## config.mk

```make
export PLATFORM = sky130hd
export DESIGN_NAME = vm_dot_accum_flat
export DESIGN_NICKNAME = d
export VERILOG_FILES = /design/src/rtl/vm_dot_accum_if.sv /design/src/rtl/vm_dot_accum.sv /design/src/flat_wrapper.sv
export SDC_FILE = /design/constraint.sdc
export NUM_CORES = 1
export LEC_CHECK = 0
export CAP_MARGIN = 15
export CORE_MARGIN = 10
export CORE_UTILIZATION = 49
export DETAILED_ROUTE_END_ITERATION = 8
export PLACE_DENSITY = 0.76
export SYNTH_ARGS = -nofsm -noshare
export SYNTH_HDL_FRONTEND = slang
export SYNTH_SLANG_ARGS = --single-unit
```

## constraint.sdc

```tcl
create_clock -name clk -period 2.2 [get_ports clk]
set_clock_uncertainty 0.15 [all_clocks]
set_input_delay 0.22 -clock clk [delete_from_list [all_inputs] [get_ports clk]]
set_output_delay 0.22 -clock clk [all_outputs]
set_load 0.1 [all_outputs]
```

## src/rtl/vm_dot_accum_if.sv

```systemverilog
// rtl/vm_dot_accum_if.sv - product-in / result-out handshake bundle for vm_dot_accum
interface vm_dot_accum_if #(
  parameter int ACC_W = 16,
  parameter int CNT_W = 8
);
  logic [7:0]       prod;
  logic             prod_valid;
  logic             prod_last;
  logic             prod_ready;
  logic [ACC_W-1:0] res;
  logic [CNT_W-1:0] res_cnt;
  logic             res_ovf;
  logic             res_valid;
  logic             res_ready;

  modport master (
    output prod, prod_valid, prod_last, res_ready,
    input  prod_ready, res, res_cnt, res_ovf, res_valid
  );

  modport slave (
    input  prod, prod_valid, prod_last, res_ready,
    output prod_ready, res, res_cnt, res_ovf, res_valid
  );
endinterface

```

## src/rtl/vm_dot_accum.sv

```systemverilog
// rtl/vm_dot_accum.sv - dot-product accumulator behind the 4x4 Vedic multiplier
// Define VM_DOT_ACCUM_SAT_EN to clamp the accumulator on overflow instead of wrapping.
module vm_dot_accum #(
  parameter int LEN   = 4,
  parameter int ACC_W = 16,
  parameter int CNT_W = 8
) (
  input logic            clk,
  input logic            rst,
  vm_dot_accum_if.slave  bus
);

  typedef enum logic {
    ACC  = 1'b0,
    DONE = 1'b1
  } state_t;

  state_t           state;
  logic [ACC_W-1:0] acc;
  logic [CNT_W-1:0] cnt;
  logic             ovf;

  logic [ACC_W:0]   sum;
  logic [ACC_W-1:0] acc_nxt;
  logic             ovf_nxt;
  logic             last_elem;
  logic             accept;

  assign accept = bus.prod_valid & bus.prod_ready;

  always_comb begin
    sum       = {1'b0, acc} + (ACC_W+1)'(bus.prod);
    ovf_nxt   = ovf | sum[ACC_W];
`ifdef VM_DOT_ACCUM_SAT_EN
    // once overflowed, the vector stays pinned at full scale
    acc_nxt   = ovf_nxt ? {ACC_W{1'b1}} : sum[ACC_W-1:0];
`else
    acc_nxt   = sum[ACC_W-1:0];
`endif
    last_elem = bus.prod_last | (cnt == CNT_W'(LEN-1));
  end

  always_ff @(posedge clk) begin
    if (rst) begin
      state          <= ACC;
      acc            <= '0;
      cnt            <= '0;
      ovf            <= 1'b0;
      bus.res        <= '0;
      bus.res_cnt    <= '0;
      bus.res_ovf    <= 1'b0;
      bus.res_valid  <= 1'b0;
      bus.prod_ready <= 1'b0;
    end else begin
      case (state)
        ACC: begin
          bus.prod_ready <= 1'b1;
          if (accept) begin
            if (last_elem) begin
              state          <= DONE;
              bus.res        <= acc_nxt;
              bus.res_cnt    <= cnt + 1'b1;
              bus.res_ovf    <= ovf_nxt;
              bus.res_valid  <= 1'b1;
              bus.prod_ready <= 1'b0;
            end else begin
              acc <= acc_nxt;
              cnt <= cnt + 1'b1;
              ovf <= ovf_nxt;
            end
          end
        end
        DONE: begin
          // result registers keep their value after the handshake
          if (bus.res_ready) begin
            state          <= ACC;
            acc            <= '0;
            cnt            <= '0;
            ovf            <= 1'b0;
            bus.res_valid  <= 1'b0;
            bus.prod_ready <= 1'b1;
          end
        end
        default: state <= ACC;
      endcase
    end
  end

endmodule
```

## src/flat_wrapper.sv

```systemverilog
// flat-port wrapper written by rule: the top's interface ports become plain ports
module vm_dot_accum_flat 
#(
  parameter int LEN   = 4,
  parameter int ACC_W = 16,
  parameter int CNT_W = 8
)
  (clk, rst, bus_prod, bus_prod_valid, bus_prod_last, bus_res_ready, bus_prod_ready, bus_res, bus_res_cnt, bus_res_ovf, bus_res_valid);
  vm_dot_accum_if #(.ACC_W(ACC_W), .CNT_W(CNT_W)) bus_i ();
  input logic clk;
  input logic rst;
  input wire logic [$bits(bus_i.prod)-1:0] bus_prod;
  input wire logic [$bits(bus_i.prod_valid)-1:0] bus_prod_valid;
  input wire logic [$bits(bus_i.prod_last)-1:0] bus_prod_last;
  input wire logic [$bits(bus_i.res_ready)-1:0] bus_res_ready;
  output wire logic [$bits(bus_i.prod_ready)-1:0] bus_prod_ready;
  output wire logic [$bits(bus_i.res)-1:0] bus_res;
  output wire logic [$bits(bus_i.res_cnt)-1:0] bus_res_cnt;
  output wire logic [$bits(bus_i.res_ovf)-1:0] bus_res_ovf;
  output wire logic [$bits(bus_i.res_valid)-1:0] bus_res_valid;
  assign bus_i.prod = bus_prod;
  assign bus_i.prod_valid = bus_prod_valid;
  assign bus_i.prod_last = bus_prod_last;
  assign bus_i.res_ready = bus_res_ready;
  assign bus_prod_ready = bus_i.prod_ready;
  assign bus_res = bus_i.res;
  assign bus_res_cnt = bus_i.res_cnt;
  assign bus_res_ovf = bus_i.res_ovf;
  assign bus_res_valid = bus_i.res_valid;
  vm_dot_accum #(.LEN(LEN), .ACC_W(ACC_W), .CNT_W(CNT_W)) u_core (.clk(clk), .rst(rst), .bus(bus_i));
endmodule
```

Word level (Yosys, flattened, before mapping)
Index checks and enable logic that the tools add are counted.
Widths: inputs -> output; s select.
{"block": "word_totals", "n_memories": 0, "latch_bits": 0, "elab_cells": 46, "regBits": 53, "out_inout_bits": 27, "rom_bits": 0, "in_bits": 13, "mem_bits_rw": 0}
{"block": "classes", "add_sub_neg": 2, "shift": 0, "magnitude_cmp": 0, "n_eq_ne": 5, "muxes": 23, "reduce_logical": 3, "n_bitwise": 4, "multipliers": 0, "n_div": 0}
{"op": "$mux 16", "count": 3}
{"op": "$pmux 16 s2", "count": 1}
{"op": "$mux 8", "count": 3}
{"op": "$add 16x8->17", "count": 1}
{"op": "$pmux 8 s2", "count": 1}
{"op": "$mux 1", "count": 11}
{"op": "$reduce_and 3->1", "count": 3}
{"op": "$add 8x1->8 const B", "count": 1}
{"op": "$eq 8x2->1 const B", "count": 1}
{"op": "$pmux 1 s2", "count": 4}
{"op": "$ne 2x1->1 const B", "count": 2}
{"op": "$ne 2x2->1 const B", "count": 2}
{"op": "$or 1x1->1", "count": 2}
{"op": "$and 1x1->1", "count": 1}
{"op": "$not 1->1", "count": 1}

Depth between registers and ports, before layout
Gate-level depths: netlist of the first run.
{"block": "depth", "word_depth": 5, "depth_mapped": 8, "depth_no_buf": 8}

Worst setup path after synthesis of the first run
No wires, ideal clock.
{"block": "synth_path", "path_type": "reg2reg", "start": "register u_core.bus.prod_ready", "end": "register u_core.acc[12]", "path_slack_ns": -0.122, "path_buffers": 0, "required_time_ns": 1.976, "arrival_ns": 2.097, "period_less_slack_ns": 2.322, "setup_time_ns": 0.074, "path_stages_with_launch": 5, "cell_sequence": "dfxtp_1 -> nand3b_4 -> a211o_1 -> or4_1 -> a31oi_1"}
{"block": "synth_via", "elab_chain_len": 3}
{"element": "from (decl)", "line": "vm_dot_accum_if.sv:23", "text": "output prod_ready, res, res_cnt, res_ovf, res_valid"}
{"element": "from (signal assigned)", "line": "vm_dot_accum.sv:53", "text": "bus.prod_ready <= 1'b0;"}
{"element": "from (signal assigned)", "line": "vm_dot_accum.sv:57", "text": "bus.prod_ready <= 1'b1;"}
{"element": "from (signal assigned)", "line": "vm_dot_accum.sv:65", "text": "bus.prod_ready <= 1'b0;"}
{"element": "$and 1x1->1", "line": "vm_dot_accum.sv:29", "text": "assign accept = bus.prod_valid & bus.prod_ready;"}
{"element": "$ne 2x1->1 (no line)"}
{"element": "$reduce_and 3->1 (no line)"}
{"element": "to (signal assigned)", "line": "vm_dot_accum.sv:67", "text": "acc <= acc_nxt;"}
{"element": "to (decl)", "line": "vm_dot_accum.sv:19", "text": "logic [ACC_W-1:0] acc;"}
Every way passes these cells.
A chain may end at the register's enable or synchronous reset.

Final worst setup path of the first run
{"block": "layout_path", "start": "register u_core.acc[0]", "end": "register u_core.acc[12]"}
{"block": "layout_via", "elab_chain_len": 4}
{"element": "$add 16x8->17", "line": "vm_dot_accum.sv:32", "text": "sum = {1'b0, acc} + (ACC_W+1)'(bus.prod);"}
{"element": "$mux 16", "line": "vm_dot_accum.sv:59", "text": "if (last_elem) begin"}
{"element": "$mux 16", "line": "vm_dot_accum.sv:58", "text": "if (accept) begin"}
{"element": "$pmux 16 s2", "line": "vm_dot_accum.sv:55", "text": "case (state)"}
Every way passes these cells. The select of a mux whose other input is x is not followed.

==> qor.txt, run 1 <==
Horiz. Die Dim - 95.0 um
Commonest cells post-synth - dfxtp_1 (53), nand2_1 (34), a21oi_1 (29)
Die Span Y - 95.0 um
Worst Tran Pin Value - 368 ps
Adder-Cell Fraction of Synth Area - 4.81%
DR vias - 2572
vias in the first global route - 2489
largest family of logic cells by synthesized area - simple AND/OR/NAND/NOR gates
Root Buffer - clkbuf_8
Syn-to-layout area delta - 31.1%
CP Max Fanout - 7
EDFF count, synth - 0
Rows - 27
top_reg_cell synth - dfxtp_1
syn nets - 341
# hold bufs at CTS - 0
DRC viols - 0
Worst-path clk slew - 100 ps
Initial DRC Count - 134
RSZ-0062 raised after global routing - yes
Synth top area share - 38.5%
dpl hpwl - 4850 um
antenna diode count - 0
Avg Inst Size Synth - 8.66 um2
Async SR Flop Fraction - 0%
port bufs - 39
count leader, synth - dfxtp_1
Leakage - 1.36 nW
nets - 406
Clk Latency, worst-skew pair - 310 ps
TritonCTS clock tree - done
first-pass GRT wire length - 11600 um
initial antenna violation count - 0
ANT nets after route - 0
endpoint type of the worst setup path - flop
post-DR vias/cell - 5.64
yosys warns - 0
minimum clock period - 2160 ps
post-route insts no fill - 456
Post-Synth Simple-Gate Area - 24.3%
Die Area - 0.00902 mm2
largest net degree at the start of global routing - 25
Detailed Routing Iterations Pass 1 - 4
Synth Area in Compound Gates - 23.7%
Yosys reg bits - 53
Post-Syn Instances - 318
period utilization - 98.4%
CP Class - flop to flop
maximum vdd drop - 0.394 mV
fmax - 462 MHz
Req. time, crit path - 2290 ps
status - finished clean
clock sinks - 53
gr ovfl total - 0
max-cap viol count - 0
total power - 2.11 mW
Final Setup Violations - 0
H-tree depth - 2
Routed wire per std cell - 15.3 um
Mapped Area - 0.00276 mm2
placed cells - 444
Power Density - 583 mW/mm2
Area contributors post-synth - dfxtp_1 (39%), a21oi_1 (5.3%), nand3_1 (4.7%)
drt total wl - 6960 um
CP Data Arrival Time - 2250 ps
core area - 0.00547 mm2
Slew HR - 75.5%
final hold vios - 0
gr usage total - 15.5%
Final Util - 66.0%
Initial Utilization - 50.3%
mux share of post-synthesis cell area - 0%
CP startpoint kind - flop
final max-slew violation count - 0
area leader, netlist - dfxtp_1
post-synth cell types - 55
Ports - 40
Placer Congestion - 0.851
CTS Buf Count - 5
Synth Area in XOR/XNOR - 4.13%
CTS Buffer Depth - 2
share of cells above drive strength 1 - 27.3%
Min-Delay Path Class - input pin to flop
Seq/Total Area, Yosys - 38.5%
-- cells by family after synthesis --
group / count (synthesis)
and+or+nand+nor: 128
AOI/OAI and AO/OA: 93
DFF: 53
buffers and inverters: 21
xor gates and xnor gates: 13
adders and majority gates: 10
-- layer usage --
layer,global-route usage [%],up-vias,share of wire [%]
li1,-,1289,-
met4,5.49,0,1.7
met2,25.5,53,47
met3,3.57,12,4.9
met1,19.5,1218,46
met5,0,-,0
-- report_power, final --
part	switching, mW	leakage, nW	internal, mW
Sequential	0.0184	0.431	0.987
Combinational	0.286	0.876	0.141
Clock	0.332	0.0543	0.341
-- final timing paths --
kind | from | endpoint | slack (ps) | cells past startpoint
setup reg to reg | u_core.acc[0] | u_core.acc[12] | 40 | 8
setup / recovery | u_core.acc[0] | u_core.acc[12] | 40 | 8
hold / removal | rst | u_core.acc[1] | 150 | 2
hold reg to reg | u_core.bus.res_valid | u_core.bus.res_valid | 310 | 2
-- final cells by class --
| class | instances | area (um2) |
|---|---|---|
| timing repair buffer | 76 | 642 |
| inverter | 3 | 11.3 |
| tap | 72 | 90.1 |
| multi-input combinational | 244 | 1690 |
| sequential | 53 | 1060 |
| clock buffer | 5 | 68.8 |
| fill | 474 | 1860 |
| clock inverter | 3 | 46.3 |
-- cell usage in the layout, fill, tap and decap left out, types with 5 or more instances in the layout --
cell type / synthesis / final
a211oi_1: 15 / 13
a21oi_1: 29 / 29
a31oi_1: 7 / 7
buf_4: 3 / 60
clkbuf_8: 0 / 5
clkdlybuf4s50_1: 0 / 9
dfxtp_1: 53 / 50
ha_1: 9 / 5
nand2_1: 34 / 34
nand2b_1: 6 / 6
nand3_1: 26 / 25
nor2_1: 27 / 27
nor3_1: 6 / 6
o211ai_1: 6 / 6
o21ai_0: 9 / 5
or3_1: 9 / 9
xnor2_1: 5 / 5
xor2_1: 8 / 8
-- metrics by stage --
stage               instance area [um2]  setup TNS [ps]  hold slack, ps  setup WS (ps)
floorplan                          2760               0             278           31.5
global route                       3610            -148             182          -29.3
CTS                                3460           -69.3             146          -37.3
finish                             3610               0             151           35.9
detailed placement                 3320           -5510             300           -442
global placement                   3320           -4860             294           -404
-- registers in the layout, indices dropped and copies added (netlist names) --
| signal | flops |
|---|---|
| u_core.acc | 16 |
| u_core.bus.prod_ready | 1 |
| u_core.bus.res | 16 |
| u_core.bus.res_cnt | 8 |
| u_core.bus.res_ovf | 1 |
| u_core.bus.res_valid | 1 |
| u_core.cnt | 8 |
| u_core.ovf | 1 |
| u_core.state | 1 |
-- repair_timing --
item / CTS / global route
buffers inserted: 1 / 3
gates resized for setup: 3 / 26
endpoints found under the hold margin: 0 / 0
pin swaps: 0 / 22
setup endpoints to repair: 5 / 18
-- worst max-delay path, cell delays in order (launching register included) --
cell,delay [ps]
dfxtp_2,370
ha_4,140
inv_2,40
fa_2,390
nor2b_4,140
o31a_4,200
o21ai_4,80
or4_1,420
a31oi_1,160
Note: power is estimated with default switching activity, not from simulation.
==> run 2, diff against run 1 <==
Clock period 2.2 ns to 1.92 ns, I/O delays scaled along.
==> run 2 against run 1 <==
  * The run now ends with negative setup slack left
  * Sequential power is 14% higher
  * Maximum frequency is 3.4% higher
  * Setup slack lost 210 ps
  * Die area stayed put
  * Cell count rose by 3.7%
  * Critical path depth did not move
  * Combinational power up 29%
  * Global-route usage increased by 0.82 points
  * Sequential share of layout area shrank 2.2 points
  * Total power up 23%
  * Routed wire length rose by 12%
  * Register-to-register slack got worse by 210 ps
  * Largest power group unchanged
  * Highest routed layer unchanged
==> qor.txt, run 2 (synthesis results as in run 1) <==
period utilization - 109% (+11 points)
Rows - 27 (unchanged)
Worst-path clk slew - 90 ps (about the same)
CP Data Arrival Time - 2180 ps (-70 ps)
Buffers & Inverters on Critical Path - 1 (unchanged)
CP Max Fanout - 4 (-3)
Req. time, crit path - 2010 ps (-280 ps)
gr ovfl total - 0 (unchanged)
reg-to-reg endpoint - u_core.acc[8]
Clk Latency, worst-skew pair - 310 ps (about the same)
post-route cell area - 0.00394 mm2 (+9.1%)
Final Setup Violations - 19 (+19)
CP Class - flop to flop
port bufs - 39 (unchanged)
Setup crit end - u_core.acc[8]
setup TNS - -1760 ps (-1760 ps)
DRC viols - 0 (unchanged)
drt total wl - 7820 um (+12%)
Placer Congestion - 0.839 (-1.5%)
dpl hpwl - 5040 um (+3.8%)
Detailed Routing Iterations Pass 1 - 4 (unchanged)
gr usage total - 16.4% (+0.82 points)
final worst slack - -174 ps (-210 ps)
Leakage - 1.49 nW (+9.3%)
R2R setup slack - -170 ps (-210 ps)
crit-path cells - ha_4 > inv_2 > fa_2 > nor2b_4 > o31a_4 > o21ba_4 > or4_4 > o211ai_1
first-pass GRT wire length - 12000 um (+3.6%)
R2R cell count - 8 (unchanged)
most common cell after layout, fill and taps aside - buf_4
Min-Delay Path Class - input pin to flop
CTS Buffer Depth - 2 (unchanged)
Routed wire per std cell - 16.5 um (+8.3%)
post-route insts no fill - 473 (+3.7%)
failing checks - negative setup slack
DR vias - 2689 (+4.5%)
minimum clock period - 2090 ps (-70.2 ps)
Max Used Layer - met4
fmax - 478 MHz (+3.4%)
Root Buffer - clkbuf_8
# hold bufs at CTS - 0 (unchanged)
placed cells - 454 (+2.3%)
final hold vios - 0 (unchanged)
RSZ-0062 raised after global routing - yes
vias in the first global route - 2550 (+2.5%)
max-cap viol count - 0 (unchanged)
Initial DRC Count - 139 (+3.7%)
worst reg2reg startpoint - u_core.acc[0]
WP depth - 8 (unchanged)
CTS Buf Count - 5 (unchanged)
initial antenna violation count - 0 (unchanged)
antenna diode count - 0 (unchanged)
Power Density - 659 mW/mm2 (+13%)
post-DR vias/cell - 5.68 (+0.79%)
clock sinks - 53 (unchanged)
CP startpoint kind - flop
Worst Tran Pin Value - 432 ps (+64.4 ps)
final max-slew violation count - 0 (unchanged)
biggest regs - u_core.acc x16, u_core.bus.res x16
share of cells above drive strength 1 - 36.4% (+9.1 points)
ANT nets after route - 0 (unchanged)
CP startpoint - u_core.acc[0]
Die Area - 0.00902 mm2 (unchanged)
Syn-to-layout area delta - 43.1%
Largest stage delay, worst path - 400 ps (-20 ps)
Ports - 40 (unchanged)
H-tree depth - 2 (unchanged)
status - finished, violations left
Slew HR - 71.2% (-4.3 points)
maximum vdd drop - 0.434 mV (+10%)
worst slack, placed - -562 ps (-120 ps)
most frequent cells in the layout - buf_4 (70), dfxtp_1 (44), nand2_1 (32)
Worst path slowest cell - or4_4
Die Span Y - 95.0 um (unchanged)
placed cell areas - 0.00345 mm2 (+3.7%)
core area - 0.00547 mm2 (unchanged)
metal3 WL - 417 um (+23%)
largest net degree at the start of global routing - 42 (+68%)
Horiz. Die Dim - 95.0 um (unchanged)
CP top delay family - compound AO/OA/AOI/OAI gates
Initial Utilization - 50.3% (unchanged)
TritonCTS clock tree - done
nets - 423 (+4.2%)
met1 wire length - 3360 um (+4.2%)
number of fill cells - 426 (-10%)
WL met2 - 3900 um (+19%)
endpoint type of the worst setup path - flop
[run 2: worst min-delay path by stage]
| stage | from | endpoint | slack [ps] | cells past startpoint |
|---|---|---|---|---|
| 3_5_place_dp | u_core.bus.res_cnt[1] | u_core.bus.res_cnt[1] | 300 | 2 |
| 4_1_cts | rst | u_core.bus.res[5] | 120 | 2 |
| 6_report | rst | u_core.bus.res[5] | 120 | 2 |
| 5_1_grt | rst | u_core.bus.res[6] | 140 | 2 |
| 3_3_place_gp | u_core.bus.res[6] | u_core.bus.res[6] | 290 | 2 |
| 2_1_floorplan | bus_res_ready | u_core.state | 250 | 2 |
[run 2: through the flow]
step | util (%) | power, mW | hold WS, ps
2_1_floorplan | - | 1.51 | 250
3_3_place_gp | 63.0 | 1.66 | 293
3_5_place_dp | 63.0 | 1.66 | 297
4_1_cts | 68.3 | 2.57 | 120
5_1_grt | 72.0 | 2.69 | 139
6_report | 72.0 | 2.60 | 123
[run 2: repair_timing]
| item | in CTS | in global routing |
|---|---|---|
| setup buffers | 5 | 5 |
| resized for setup | 26 | 29 |
| gates cloned | 0 | 2 |
| endpoints found under the setup margin | 28 | 29 |
| pin swaps | 18 | 20 |
[run 2: cell type report]
cell class	instances	area, um2	share of cell area [%]
inverters	3	11.3	0.286
clock inverters	3	65.1	1.65
repair buffers	93	822	20.9
multi-input cells	244	1810	45.9
flip-flops and latches	53	1070	27.3
well taps	72	90.1	2.29
clock buffers	5	68.8	1.75
[run 2: layer usage]
metal	vias to the layer above	GRT usage, %
li1	1328	-
met1	1278	19.2
met2	70	27.7
met3	13	4.68
met4	0	5.86
met5	-	0
[run 2: where the power goes]
group	leakage (nW)	total [mW]	internal, mW	switching, mW
registers	0.434	1.15	1.13	0.0214
logic	0.987	0.552	0.200	0.352
clock network	0.0681	0.893	0.518	0.375
total	1.49	2.60	1.85	0.749
